### config.mk
export PLATFORM = sky130hd
export DESIGN_NAME = vedic_pp_sequencer_8x8
export DESIGN_NICKNAME = d
export VERILOG_FILES = /design/src/rtl/vedic_pp_sequencer_8x8.sv
export SDC_FILE = /design/constraint.sdc
export NUM_CORES = 1
export LEC_CHECK = 0
export CAP_MARGIN = 20
export CELL_PAD_IN_SITES_DETAIL_PLACEMENT = 1
export CELL_PAD_IN_SITES_GLOBAL_PLACEMENT = 2
export CORE_ASPECT_RATIO = 1.5
export CORE_MARGIN = 2
export CORE_UTILIZATION = 37
export CTS_CLUSTER_DIAMETER = 150
export DETAILED_ROUTE_END_ITERATION = 8
export GPL_ROUTABILITY_DRIVEN = 0
export GPL_TIMING_DRIVEN = 0
export PLACE_DENSITY = 0.95
export RECOVER_POWER = 100
export REMOVE_ABC_BUFFERS = 1
export SLEW_MARGIN = 20
export SYNTH_ARGS = -nofsm -noshare
export SYNTH_HDL_FRONTEND = slang
export SYNTH_SLANG_ARGS = --single-unit
export TNS_END_PERCENT = 5
### constraint.sdc
create_clock -name clk -period 9 [get_ports clk]
set_clock_uncertainty 0.15 [all_clocks]
set_input_delay 0.9 -clock clk [delete_from_list [all_inputs] [get_ports clk]]
set_output_delay 0.9 -clock clk [all_outputs]
set_load 0.02 [all_outputs]
### src/rtl/vedic_pp_sequencer_8x8.sv
// Sequential 8x8 unsigned Urdhva-Tiryagbhyam multiplier front end: one shared 4x4 core,
// cross terms summed through an external 16-bit adder that is driven and sampled each ADD cycle.
module vedic_pp_sequencer_8x8 #(
  parameter int A_W       = 8,
  parameter bit SKIP_ZERO = 1'b1
) (
  input  logic           clk,
  input  logic           rst_n,
  input  logic           in_valid,
  output logic           in_ready,
  input  logic [A_W-1:0] a_in,
  input  logic [A_W-1:0] b_in,
  output logic [15:0]    add_a,
  output logic [15:0]    add_b,
  output logic           add_cin,
  input  logic [15:0]    add_sum,
  input  logic           add_cout,
  output logic           out_valid,
  input  logic           out_ready,
  output logic [15:0]    product,
  output logic           busy,
  output logic           err
);

  if (A_W != 8) begin : g_width_check
    $error("vedic_pp_sequencer_8x8 supports only A_W == 8");
  end

  typedef enum logic [2:0] {
    S_IDLE = 3'd0,
    S_MUL  = 3'd1,
    S_ADD1 = 3'd2,
    S_ADD2 = 3'd3,
    S_DONE = 3'd4
  } state_t;

  // Vertical-and-crosswise 4x4: column sums of bit products, then weighted accumulation.
  function automatic logic [7:0] vedic_4x4(input logic [3:0] x, input logic [3:0] y);
    logic [2:0] col [0:6];
    logic [7:0] sum;
    for (int c = 0; c < 7; c++) col[c] = 3'd0;
    for (int i = 0; i < 4; i++)
      for (int j = 0; j < 4; j++)
        col[i+j] = col[i+j] + {2'b00, x[i] & y[j]};
    sum = 8'd0;
    for (int c = 0; c < 7; c++) sum = sum + ({5'd0, col[c]} << c);
    return sum;
  endfunction

  state_t      state_r, state_n_s;
  logic [1:0]  k_r;
  logic [7:0]  a_r, b_r;
  logic [7:0]  pp0_r, pp1_r, pp2_r, pp3_r;
  logic [15:0] acc_r, product_r;
  logic        zero_r, err_r;
  logic [3:0]  core_x_s, core_y_s;
  logic [7:0]  core_pp_s;

  // Operand nibble selection for the shared core, one sub-product per MUL cycle.
  always_comb begin
    core_x_s = a_r[3:0];
    core_y_s = b_r[3:0];
    case (k_r)
      2'd0: begin core_x_s = a_r[3:0]; core_y_s = b_r[3:0]; end
      2'd1: begin core_x_s = a_r[7:4]; core_y_s = b_r[7:4]; end
      2'd2: begin core_x_s = a_r[7:4]; core_y_s = b_r[3:0]; end
      2'd3: begin core_x_s = a_r[3:0]; core_y_s = b_r[7:4]; end
      default: begin core_x_s = 4'd0; core_y_s = 4'd0; end
    endcase
  end

  assign core_pp_s = vedic_4x4(core_x_s, core_y_s);

  // State register.
  always_ff @(posedge clk or negedge rst_n) begin
    if (!rst_n) state_r <= S_IDLE;
    else        state_r <= state_n_s;
  end

  // Next-state logic; a zero operand spends its single MUL cycle jumping straight to DONE.
  always_comb begin
    state_n_s = state_r;
    case (state_r)
      S_IDLE: if (in_valid) state_n_s = S_MUL; else state_n_s = S_IDLE;
      S_MUL: begin
        if (zero_r)            state_n_s = S_DONE;
        else if (k_r == 2'd3)  state_n_s = S_ADD1;
        else                   state_n_s = S_MUL;
      end
      S_ADD1: state_n_s = S_ADD2;
      S_ADD2: state_n_s = S_DONE;
      S_DONE: if (out_ready) state_n_s = S_IDLE; else state_n_s = S_DONE;
      default: state_n_s = S_IDLE;
    endcase
  end

  // Datapath registers: operand latch, sub-products, accumulator, result and sticky error.
  always_ff @(posedge clk or negedge rst_n) begin
    if (!rst_n) begin
      k_r       <= 2'd0;
      a_r       <= 8'd0;
      b_r       <= 8'd0;
      pp0_r     <= 8'd0;
      pp1_r     <= 8'd0;
      pp2_r     <= 8'd0;
      pp3_r     <= 8'd0;
      acc_r     <= 16'd0;
      product_r <= 16'd0;
      zero_r    <= 1'b0;
      err_r     <= 1'b0;
    end else begin
      case (state_r)
        S_IDLE: begin
          if (in_valid) begin
            a_r    <= a_in;
            b_r    <= b_in;
            k_r    <= 2'd0;
            zero_r <= SKIP_ZERO && ((a_in == 8'd0) || (b_in == 8'd0));
          end
        end
        S_MUL: begin
          if (zero_r) begin
            product_r <= 16'd0;
          end else begin
            case (k_r)
              2'd0: pp0_r <= core_pp_s;
              2'd1: pp1_r <= core_pp_s;
              2'd2: pp2_r <= core_pp_s;
              2'd3: pp3_r <= core_pp_s;
              default: pp0_r <= pp0_r;
            endcase
            k_r <= k_r + 2'd1;
            if (k_r == 2'd3) acc_r <= {pp1_r, pp0_r};
          end
        end
        S_ADD1: begin
          acc_r <= add_sum;
          if (add_cout) err_r <= 1'b1;
        end
        S_ADD2: begin
          product_r <= add_sum;
          if (add_cout) err_r <= 1'b1;
        end
        default: begin
          k_r <= k_r;
        end
      endcase
    end
  end

  // Adder operand steering: quiet except during the two cross-term additions.
  always_comb begin
    add_a = 16'd0;
    add_b = 16'd0;
    case (state_r)
      S_ADD1: begin add_a = acc_r; add_b = {4'b0000, pp2_r, 4'b0000}; end
      S_ADD2: begin add_a = acc_r; add_b = {4'b0000, pp3_r, 4'b0000}; end
      default: begin add_a = 16'd0; add_b = 16'd0; end
    endcase
  end

  assign add_cin   = 1'b0;
  assign in_ready  = (state_r == S_IDLE);
  assign busy      = (state_r != S_IDLE);
  assign out_valid = (state_r == S_DONE);
  assign product   = product_r;
  assign err       = err_r;

endmodule

Word-level counts from Yosys, hierarchy flattened:

Cells that the tools add are included.

* RAM bits: 0
* latch bits: 0
* logic and storage cells: 96
* input bits: 37
* bits in registers: 87
* bits in read-only memories: 0
* memories kept: 0

* shifts and indexed selects: 0
* add/sub/neg operators: 16
* order comparisons: 0
* reductions and logical operators: 23
* multiply operators: 0
* equality and inequality tests: 11
* divide/modulo/power cells: 0
* bitwise gates (word level): 17
* muxes and demuxes: 17

Operators with widths (count)
* $mux W16: 4
* $pmux W16 S2: 2
* $pmux W12 S2: 1
* $reduce_and A3 Y1: 6
* $add A8 B7 Y8: 2
* $and A1 B1 Y1: 16
* $logic_not A8 Y1: 2
* $pmux W4 S2: 2
* $pmux W3 S5: 1
* $add A1 B1 Y2: 5
* $reduce_or A2 Y1: 5
* $add A2 B1 Y3: 3
* $add A7 B7 Y8: 1
* $ne A2 B2 Y1 const B: 4
* $add A6 B6 Y7: 1
* $add A4 B5 Y6: 1
* $eq A3 B2 Y1 const B: 2
* $mux W2: 3
* $mux W3: 2
* $reduce_and A2 Y1: 3
* $reduce_bool A2 Y1: 3
* $add A1 B3 Y4: 1
* $eq A2 B2 Y1 const B: 2
* $pmux W2 S2: 1
* 11 further kinds: 11

Depth between registers and ports, before layout:

Gate-level depths: netlist of the first run.

* depth in word-level cells: 11
* gate-level depth with buffers: 16
* mapped depth without buffers: 16

Worst setup path after synthesis of the first run:

Ideal clock, no wire load.

* kind: register to register
* from: register k_r[0]
* to: register pp0_r[7]
* arrival: 3.727 ns
* cell stages (with the launch flop): 16
* setup time: 0.138 ns
* period minus slack after synthesis: 4.015 ns
* setup slack: 4.985 ns
* cell sequence: dfrtp_1 -> ha_1 -> or3b_2 -> and2_1 -> or2_2 -> fa_1 -> inv_1 -> ha_1 -> ha_1 -> inv_1 -> fa_1 -> inv_1 -> ha_1 -> nand3_1 -> a21boi_0 -> o31ai_1

* longest elaborated chain between the ends: 11

Ends and longest elaborated chain
* start, declared: RTL line 51 `logic [1:0] k_r;`
* start signal, assigned: RTL line 132 `k_r <= k_r + 2'd1;`
* start signal, assigned: RTL line 145 `k_r <= k_r;`
* $eq A2 B2 Y1, or another cell as far along: RTL line 63 `case (k_r)`
* $reduce_or A2 Y1 (no line)
* $pmux W4 S2: RTL line 63
* $and A1 B1 Y1: RTL line 44 `col[i+j] = col[i+j] + {2'b00, x[i] & y[j]};`
* $add A1 B1 Y2: RTL line 44
* $add A1 B3 Y4 / $add A2 B1 Y3 (equally long branches): RTL line 46, 44
* $add A4 B5 Y6 / $add A3 B1 Y3 (equally long branches): RTL line 46, 44
* $add A6 B6 Y7: RTL line 46 `for (int c = 0; c < 7; c++) sum = sum + ({5'd0, col[c]} << c);`
* $add A7 B7 Y8: RTL line 46
* $add A8 B7 Y8 (2 in series): RTL line 46
* end signal, assigned: RTL line 126 `2'd0: pp0_r <= core_pp_s;`
* end signal, assigned: RTL line 130 `default: pp0_r <= pp0_r;`
* end, declared: RTL line 53 `logic [7:0] pp0_r, pp1_r, pp2_r, pp3_r;`

Parallel ways exist; a longest one is shown, timed or not.
A chain may end at the register's enable or synchronous reset.

==> results.json, run 1 <==
{
  "status": "finished, violations left",
  "violations": "max-capacitance violations, max-slew violations",
  "crit_top_cell": "clkbuf_1",
  "diodes": 0,
  "cpMaxStageDelayCell": "clkbuf_1",
  "gr-usage-all-layers": 0.1766,
  "cts_resized": 0,
  "reg2reg_setup_slack_ns": 4.51,
  "rows": 48,
  "cp_cell_sequence": "clkbuf_1 > clkbuf_1",
  "worstReg2RegEnd": "pp1_r[7]$_DFFE_PN0P_",
  "seqCellArea_mm2": 0.002177,
  "post_route_cells_drive_above_1_share": 0.2046,
  "worstPathMaxFanout": 49,
  "grt_max_degree": 50,
  "drc_errors": 0,
  "clock_sinks": 87,
  "stdcell_area_mm2": 0.005565,
  "dp_hpwl_mm": 7.849,
  "hp-start": "err$_DFFE_PN0P_",
  "max_freq_ghz": 0.2129,
  "ios": 90,
  "holdPathStages": 1,
  "cp-end-kind": "asynchronous set/reset pin",
  "path_delay_family": "buffers and inverters",
  "grt_pass1_wl_mm": 17.31,
  "synth.distinct_cells": 39,
  "min_period_ns": 4.698,
  "async_reset_ff_frac": 1.000,
  "peakVddDrop_mv": 0.1680,
  "grt_pass1_vias": 3355,
  "netlist_instances": 350,
  "dieArea_mm2": 0.01270,
  "slew_violations": 134,
  "dr.pass1.iters": 4,
  "relSlewSlack": -0.7969,
  "avgSynthCellArea_um2": 12.47,
  "synth_edf_count": 0,
  "multi_input_area_mm2": 0.001983,
  "wire_per_inst_um": 18.04,
  "r2r_cells": 16,
  "finalSetupTns_ns": 0,
  "critPathKind": "input pin to asynchronous set/reset pin",
  "drt-initial-drc-count": 140,
  "seq_area_frac_synth": 0.4987,
  "area_growth_pct": 27.49,
  "post_cts_buffers": 0,
  "routed_wirelength_mm": 10.56,
  "cts_htree_levels": 3,
  "cp_data_arrival_time_ns": 4.42,
  "vias": 3011,
  "hold_violations": 0,
  "rsz0062_at_grt": "false",
  "drv_cap": 5,
  "yosys_warnings": 0,
  "die_x_um": 92.69,
  "cp_slowest_stage_delay_ns": 2.01,
  "clockRootBuffer": "clkbuf_16",
  "grt-ovfl-total": 0,
  "ys.flop_type": "dfrtp_1",
  "port_buffers": 80,
  "fin_crit_sh": 0.5220,
  "regToRegStartpoint": "k_r[1]$_DFFE_PN0P_",
  "power_density_mw_per_mm2": 369.3,
  "hold_class": "flop to flop",
  "setup_violations": 0,
  "ant_nets": 0,
  "leakagePower_nw": 2.633,
  "cp.required_ns": 8.72,
  "start_util": 0.3786,
  "cts_hold_buf": 0,
  "cts_tree": "yes",
  "ys_ff_latch": 87,
  "dpl_cell_area_mm2": 0.005330,
  "start_kind": "input pin",
  "nets": 488,
  "syn_area_mm2": 0.004365,
  "cts_buffers": 9,
  "antenna_found_initial": 0,
  "hold_end": "err$_DFFE_PN0P_",
  "cts.clk_slew.worst_paths_ns": 0.07,
  "cp.buffers_inverters": 2,
  "worst_slew_pin_slew_ns": 2.695,
  "nFillCells": 1240,
  "dieHeight_um": 137.0,
  "clk_path_buf_depth": 2,
  "viasPerCell": 5.147,
  "clkLatencyLatePin_ns": 0.35,
  "core_mm2": 0.01153
}
## cell usage in the layout (no fill, tap or decap), drive strengths merged, types with 9 or more instances in the layout
cell type	count
a22o	24
and2	18
clkbuf	13
clkdlybuf4s50	37
conb	9
dfrtp	87
dlygate4sd3	42
ha	16
inv	18
mux2	68
nand2	10
nor2	15
o21ai	20
o31ai	9
## sequential cells by signal, summed over array words and instances (netlist names)
register / count
a_r: 8
acc_r: 16
b_r: 8
err: 1
k_r: 2
pp0_r: 8
pp1_r: 8
pp2_r: 8
pp3_r: 8
product: 16
state_r: 3
zero_r: 1
## synthesized netlist by cell type (2+ instances only)
master / n / area, um^2
mux2_1: 2 / 22.52
nand3_1: 2 / 10.01
dfrtp_1: 87 / 2177
nand2_1: 6 / 22.52
buf_4: 12 / 90.09
mux2_2: 66 / 743.2
a21oi_1: 3 / 15.01
a21boi_0: 2 / 15.01
and3b_1: 2 / 17.52
ha_1: 16 / 200.2
nand2_2: 4 / 25.02
clkbuf_1: 5 / 18.77
buf_2: 7 / 35.03
o21ai_0: 19 / 95.09
and2_1: 18 / 112.6
mux2i_1: 7 / 70.07
a22o_1: 24 / 210.2
o31ai_1: 9 / 67.56
nor4_1: 4 / 25.02
fa_1: 5 / 100.1
nor2b_1: 2 / 12.51
nor2_1: 15 / 56.30
inv_1: 15 / 56.30
or2_2: 3 / 18.77
## through the flow
step	worst slack (ns)	total power [W]	utilization	std cells	hold WS, ns
after global placement	3.763	0.001611	0.4544	564	0.2876
after detailed placement	4.544	0.001705	0.4622	569	0.3022
after global routing	3.407	0.002240	0.4826	585	0.3232
after CTS	4.526	0.002130	0.4908	585	0.3171
final	4.302	0.002055	0.4826	585	0.3057
after floorplan	4.985	0.001345	-	334	0.3151
## metal layers
metal / global-route usage / up-vias / wire length (um)
met3: 0.02423 / 21 / 301
met2: 0.3333 / 68 / 5884
met5: 0 / - / 0
li1: - / 1392 / -
met4: 0.08333 / 0 / 272
met1: 0.1933 / 1530 / 4097
## cell families (layout without fill, tap and decap cells)
group | after synthesis | count (layout) | synth area share
muxes | 75 | 75 | 0.1915
adders and majority gates | 21 | 21 | 0.06879
other | 1 | 9 | 0.0008590
buffers and inverters | 39 | 116 | 0.04586
AOI/OAI and AO/OA | 62 | 62 | 0.1006
and+or+nand+nor | 64 | 64 | 0.09172
xor gates and xnor gates | 1 | 1 | 0.002007
DFF | 87 | 87 | 0.4987
## where the power goes
| part | leakage [nW] | total (W) | switching (W) | internal, W |
|---|---|---|---|---|
| Clock | 0.161 | 0.000412 | 0.000165 | 0.000247 |
| Sequential | 1.13 | 0.000634 | 0.0000896 | 0.000545 |
| Combinational | 1.34 | 0.00101 | 0.000556 | 0.000453 |
## worst max path at each step
stage / to / cells past startpoint / from / slack, ns
2_1_floorplan: pp0_r[7]$_DFFE_PN0P_ / 15 / k_r[0]$_DFFE_PN0P_ / 4.99
3_3_place_gp: state_r[2]$_DFF_PN0_ / 1 / rst_n / 3.76
3_5_place_dp: pp1_r[7]$_DFFE_PN0P_ / 16 / k_r[1]$_DFFE_PN0P_ / 4.54
4_1_cts: pp1_r[7]$_DFFE_PN0P_ / 16 / k_r[1]$_DFFE_PN0P_ / 4.53
5_1_grt: b_r[7]$_DFFE_PN0P_ / 2 / rst_n / 3.41
6_report: k_r[1]$_DFFE_PN0P_ / 2 / rst_n / 4.30
## final cells by class
type                       count  share of cell area
sequential                    87              0.3912
multi-input combinational    232              0.3563
timing repair buffer          85              0.1495
clock buffer                   9             0.04047
tap                          150             0.03372
clock inverter                 7             0.01866
inverter                      15             0.01012
Note: power is estimated with default switching activity, not from simulation.
==> inputs of run 2 (changes only) <==
Settings changed: CORE_UTILIZATION 37 to 31, PLACE_DENSITY 0.95 to 0.87.
Clock period 9 ns to 3.9 ns, I/O delays scaled along.
==> run 2 against run 1 <==
The flow finishes with violations (max-capacitance violations, max-slew violations, negative setup slack). Die area increased by 19%. Critical path depth increased by 13. Sequential share of layout area decreased by 1.7 points. Non-clock buffer count increased by 7. Via count increased by 0.56%. Routed wire length increased by 0.53%. Count of clock-buffer cells in the layout increased by 1. Sequential power increased by 140%. Combinational power increased to 3.0 times the previous value. Final cell count increased by 3.8%. Largest cell class is now multi-input gates.
==> results.json, run 2 (synthesis gave the netlist of run 1 again) <==
{
  "cp_cell_sequence": "ha_4 > or3b_4 > and2_4 > or2_4 > fa_1 > inv_1 > ha_1 > ha_1 > inv_1 > fa_1 > inv_2 > ha_4 > a21oi_2 > and3b_2 > o31ai_1",
  "start_kind": "flop",
  "cp.buffers_inverters": 3,
  "dieArea_mm2": 0.01507,
  "clock_sinks": 87,
  "power_switching_w": 0.002110,
  "clkLatencyLatePin_ns": 0.33,
  "final_common_cell": "dfrtp_1",
  "cp_data_arrival_time_ns": 3.97,
  "core_mm2": 0.01386,
  "wire_per_inst_um": 17.48,
  "start_util": 0.3150,
  "critPathKind": "flop to flop",
  "clockRootBuffer": "clkbuf_16",
  "leakagePower_nw": 2.602,
  "min_period_ns": 3.903,
  "layout_setup_ws_ns": -0.003411,
  "grt_max_degree": 47,
  "slew_violations": 42,
  "seqPwrFrac": 0.278,
  "cpMaxStageDelayCell": "fa_1",
  "nets": 495,
  "path_delay_family": "adder cells",
  "worstPathMaxFanout": 4,
  "diodes": 0,
  "dp_hpwl_mm": 7.736,
  "grt-ovfl-total": 0,
  "cp_slowest_stage_delay_ns": 0.50,
  "dieHeight_um": 149.3,
  "drv_cap": 1,
  "layout_common_cells": "dfrtp_1, mux2_2, clkdlybuf4s50_1",
  "stdcell_area_mm2": 0.005829,
  "relSlewSlack": -0.5681,
  "gr-usage-all-layers": 0.1459,
  "vias": 3028,
  "dr.pass1.iters": 4,
  "peakVddDrop_mv": 0.5012,
  "cts_tree": "yes",
  "viasPerCell": 4.988,
  "p_int_w": 0.003278,
  "fin_crit_sh": 1.001,
  "power_density_mw_per_mm2": 924.2,
  "rows": 53,
  "cp-end-kind": "flop",
  "status": "finished, violations left",
  "post_route_cells_drive_above_1_share": 0.3009,
  "setup_violations": 3,
  "ant_nets": 0,
  "antenna_found_initial": 0,
  "rsz0062_at_grt": "true",
  "regToRegStartpoint": "k_r[0]$_DFFE_PN0P_",
  "drt-initial-drc-count": 59,
  "whs_ns": 0.3044,
  "nFillCells": 1460,
  "cp-startpoint": "k_r[0]$_DFFE_PN0P_",
  "ios": 90,
  "cts.clk_slew.worst_paths_ns": 0.06,
  "grt_pass1_vias": 3338,
  "p_clk_frac": 0.156,
  "area_growth_pct": 33.53,
  "port_buffers": 80,
  "clk_path_buf_depth": 2,
  "violations": "max-capacitance violations, max-slew violations, negative setup slack",
  "dpl_cell_area_mm2": 0.005341,
  "swShare": 0.3916,
  "drc_errors": 0,
  "cts_buffers": 9,
  "hp-start": "err$_DFFE_PN0P_",
  "max_freq_ghz": 0.2562,
  "cp.required_ns": 3.96,
  "grt_pass1_wl_mm": 17.01,
  "finalSetupTns_ns": -0.006273,
  "die_x_um": 100.9,
  "cts_htree_levels": 3,
  "worst_slew_pin_slew_ns": 2.352,
  "preCtsSetupSlack_ns": -0.5531,
  "routed_wirelength_mm": 10.61,
  "hold_class": "flop to flop",
  "hold_violations": 0,
  "combPwrFrac": 0.566
}
==> run 2: cell count changes in the layout (fill, tap and decap cells not counted), sizes merged <==
cell / previous run / this run
bufinv: 2 / 1
clkdlybuf4s50: 37 / 62
inv: 18 / 15
clkinvlp: 0 / 1
clkinv: 2 / 4
dlygate4sd3: 42 / 18
buf: 2 / 9
==> run 2: area by class of cell <==
class	instances	area [um^2]	area share
inverters	15	56.30	0.009659
flip-flops and latches	87	2180	0.3739
multi-input cells	232	2190	0.3756
repair buffers	92	907.1	0.1556
well taps	165	206.4	0.03542
clock buffers	10	229.0	0.03928
clock inverters	6	61.31	0.01052
==> run 2: power groups by stage <==
| stage | clock, W | combinational (W) | sequential, W |
|---|---|---|---|
| after floorplan | 0 | 0.00163 | 0.00147 |
| after global placement | 0 | 0.00227 | 0.00147 |
| after detailed placement | 0 | 0.00241 | 0.00150 |
| after CTS | 0.000871 | 0.00298 | 0.00150 |
| after global routing | 0.000904 | 0.00338 | 0.00155 |
| final | 0.000843 | 0.00305 | 0.00150 |
==> run 2: repair_timing <==
action	CTS	global route
hold endpoints to repair	41	0
buffers inserted	7	0
pin swaps	12	1
gates cloned	0	0
hold buffers	1	0
gates resized for setup	35	8
setup endpoints to repair	16	16
==> run 2: path summary, 6_finish.rpt <==
| path | to | slack (ns) | cells past startpoint |
|---|---|---|---|
| setup / recovery | pp0_r[6]$_DFFE_PN0P_ | -0.003 | 15 |
| hold / removal | err$_DFFE_PN0P_ | 0.30 | 1 |
| setup reg to reg | pp0_r[6]$_DFFE_PN0P_ | -0.003 | 15 |
| hold reg to reg | err$_DFFE_PN0P_ | 0.30 | 1 |
| max in group asynchronous | zero_r$_DFFE_PN0P_ | 1.08 | 2 |
| min in group asynchronous | product[3]$_DFFE_PN0P_ | 1.17 | 2 |
==> run 2: metal layers <==
layer,share of wire,global-route usage
met5,0,0
met4,0.022,0.05676
met3,0.030,0.02530
met2,0.55,0.2677
met1,0.40,0.1654
==> run 2: through the flow <==
stage	std cells	utilization	total power (W)
4_1_cts	607	0.4211	0.005348
2_1_floorplan	334	-	0.003103
3_5_place_dp	583	0.3854	0.003906
6_report	607	0.4206	0.005388
3_3_place_gp	579	0.3794	0.003744
5_1_grt	607	0.4206	0.005835
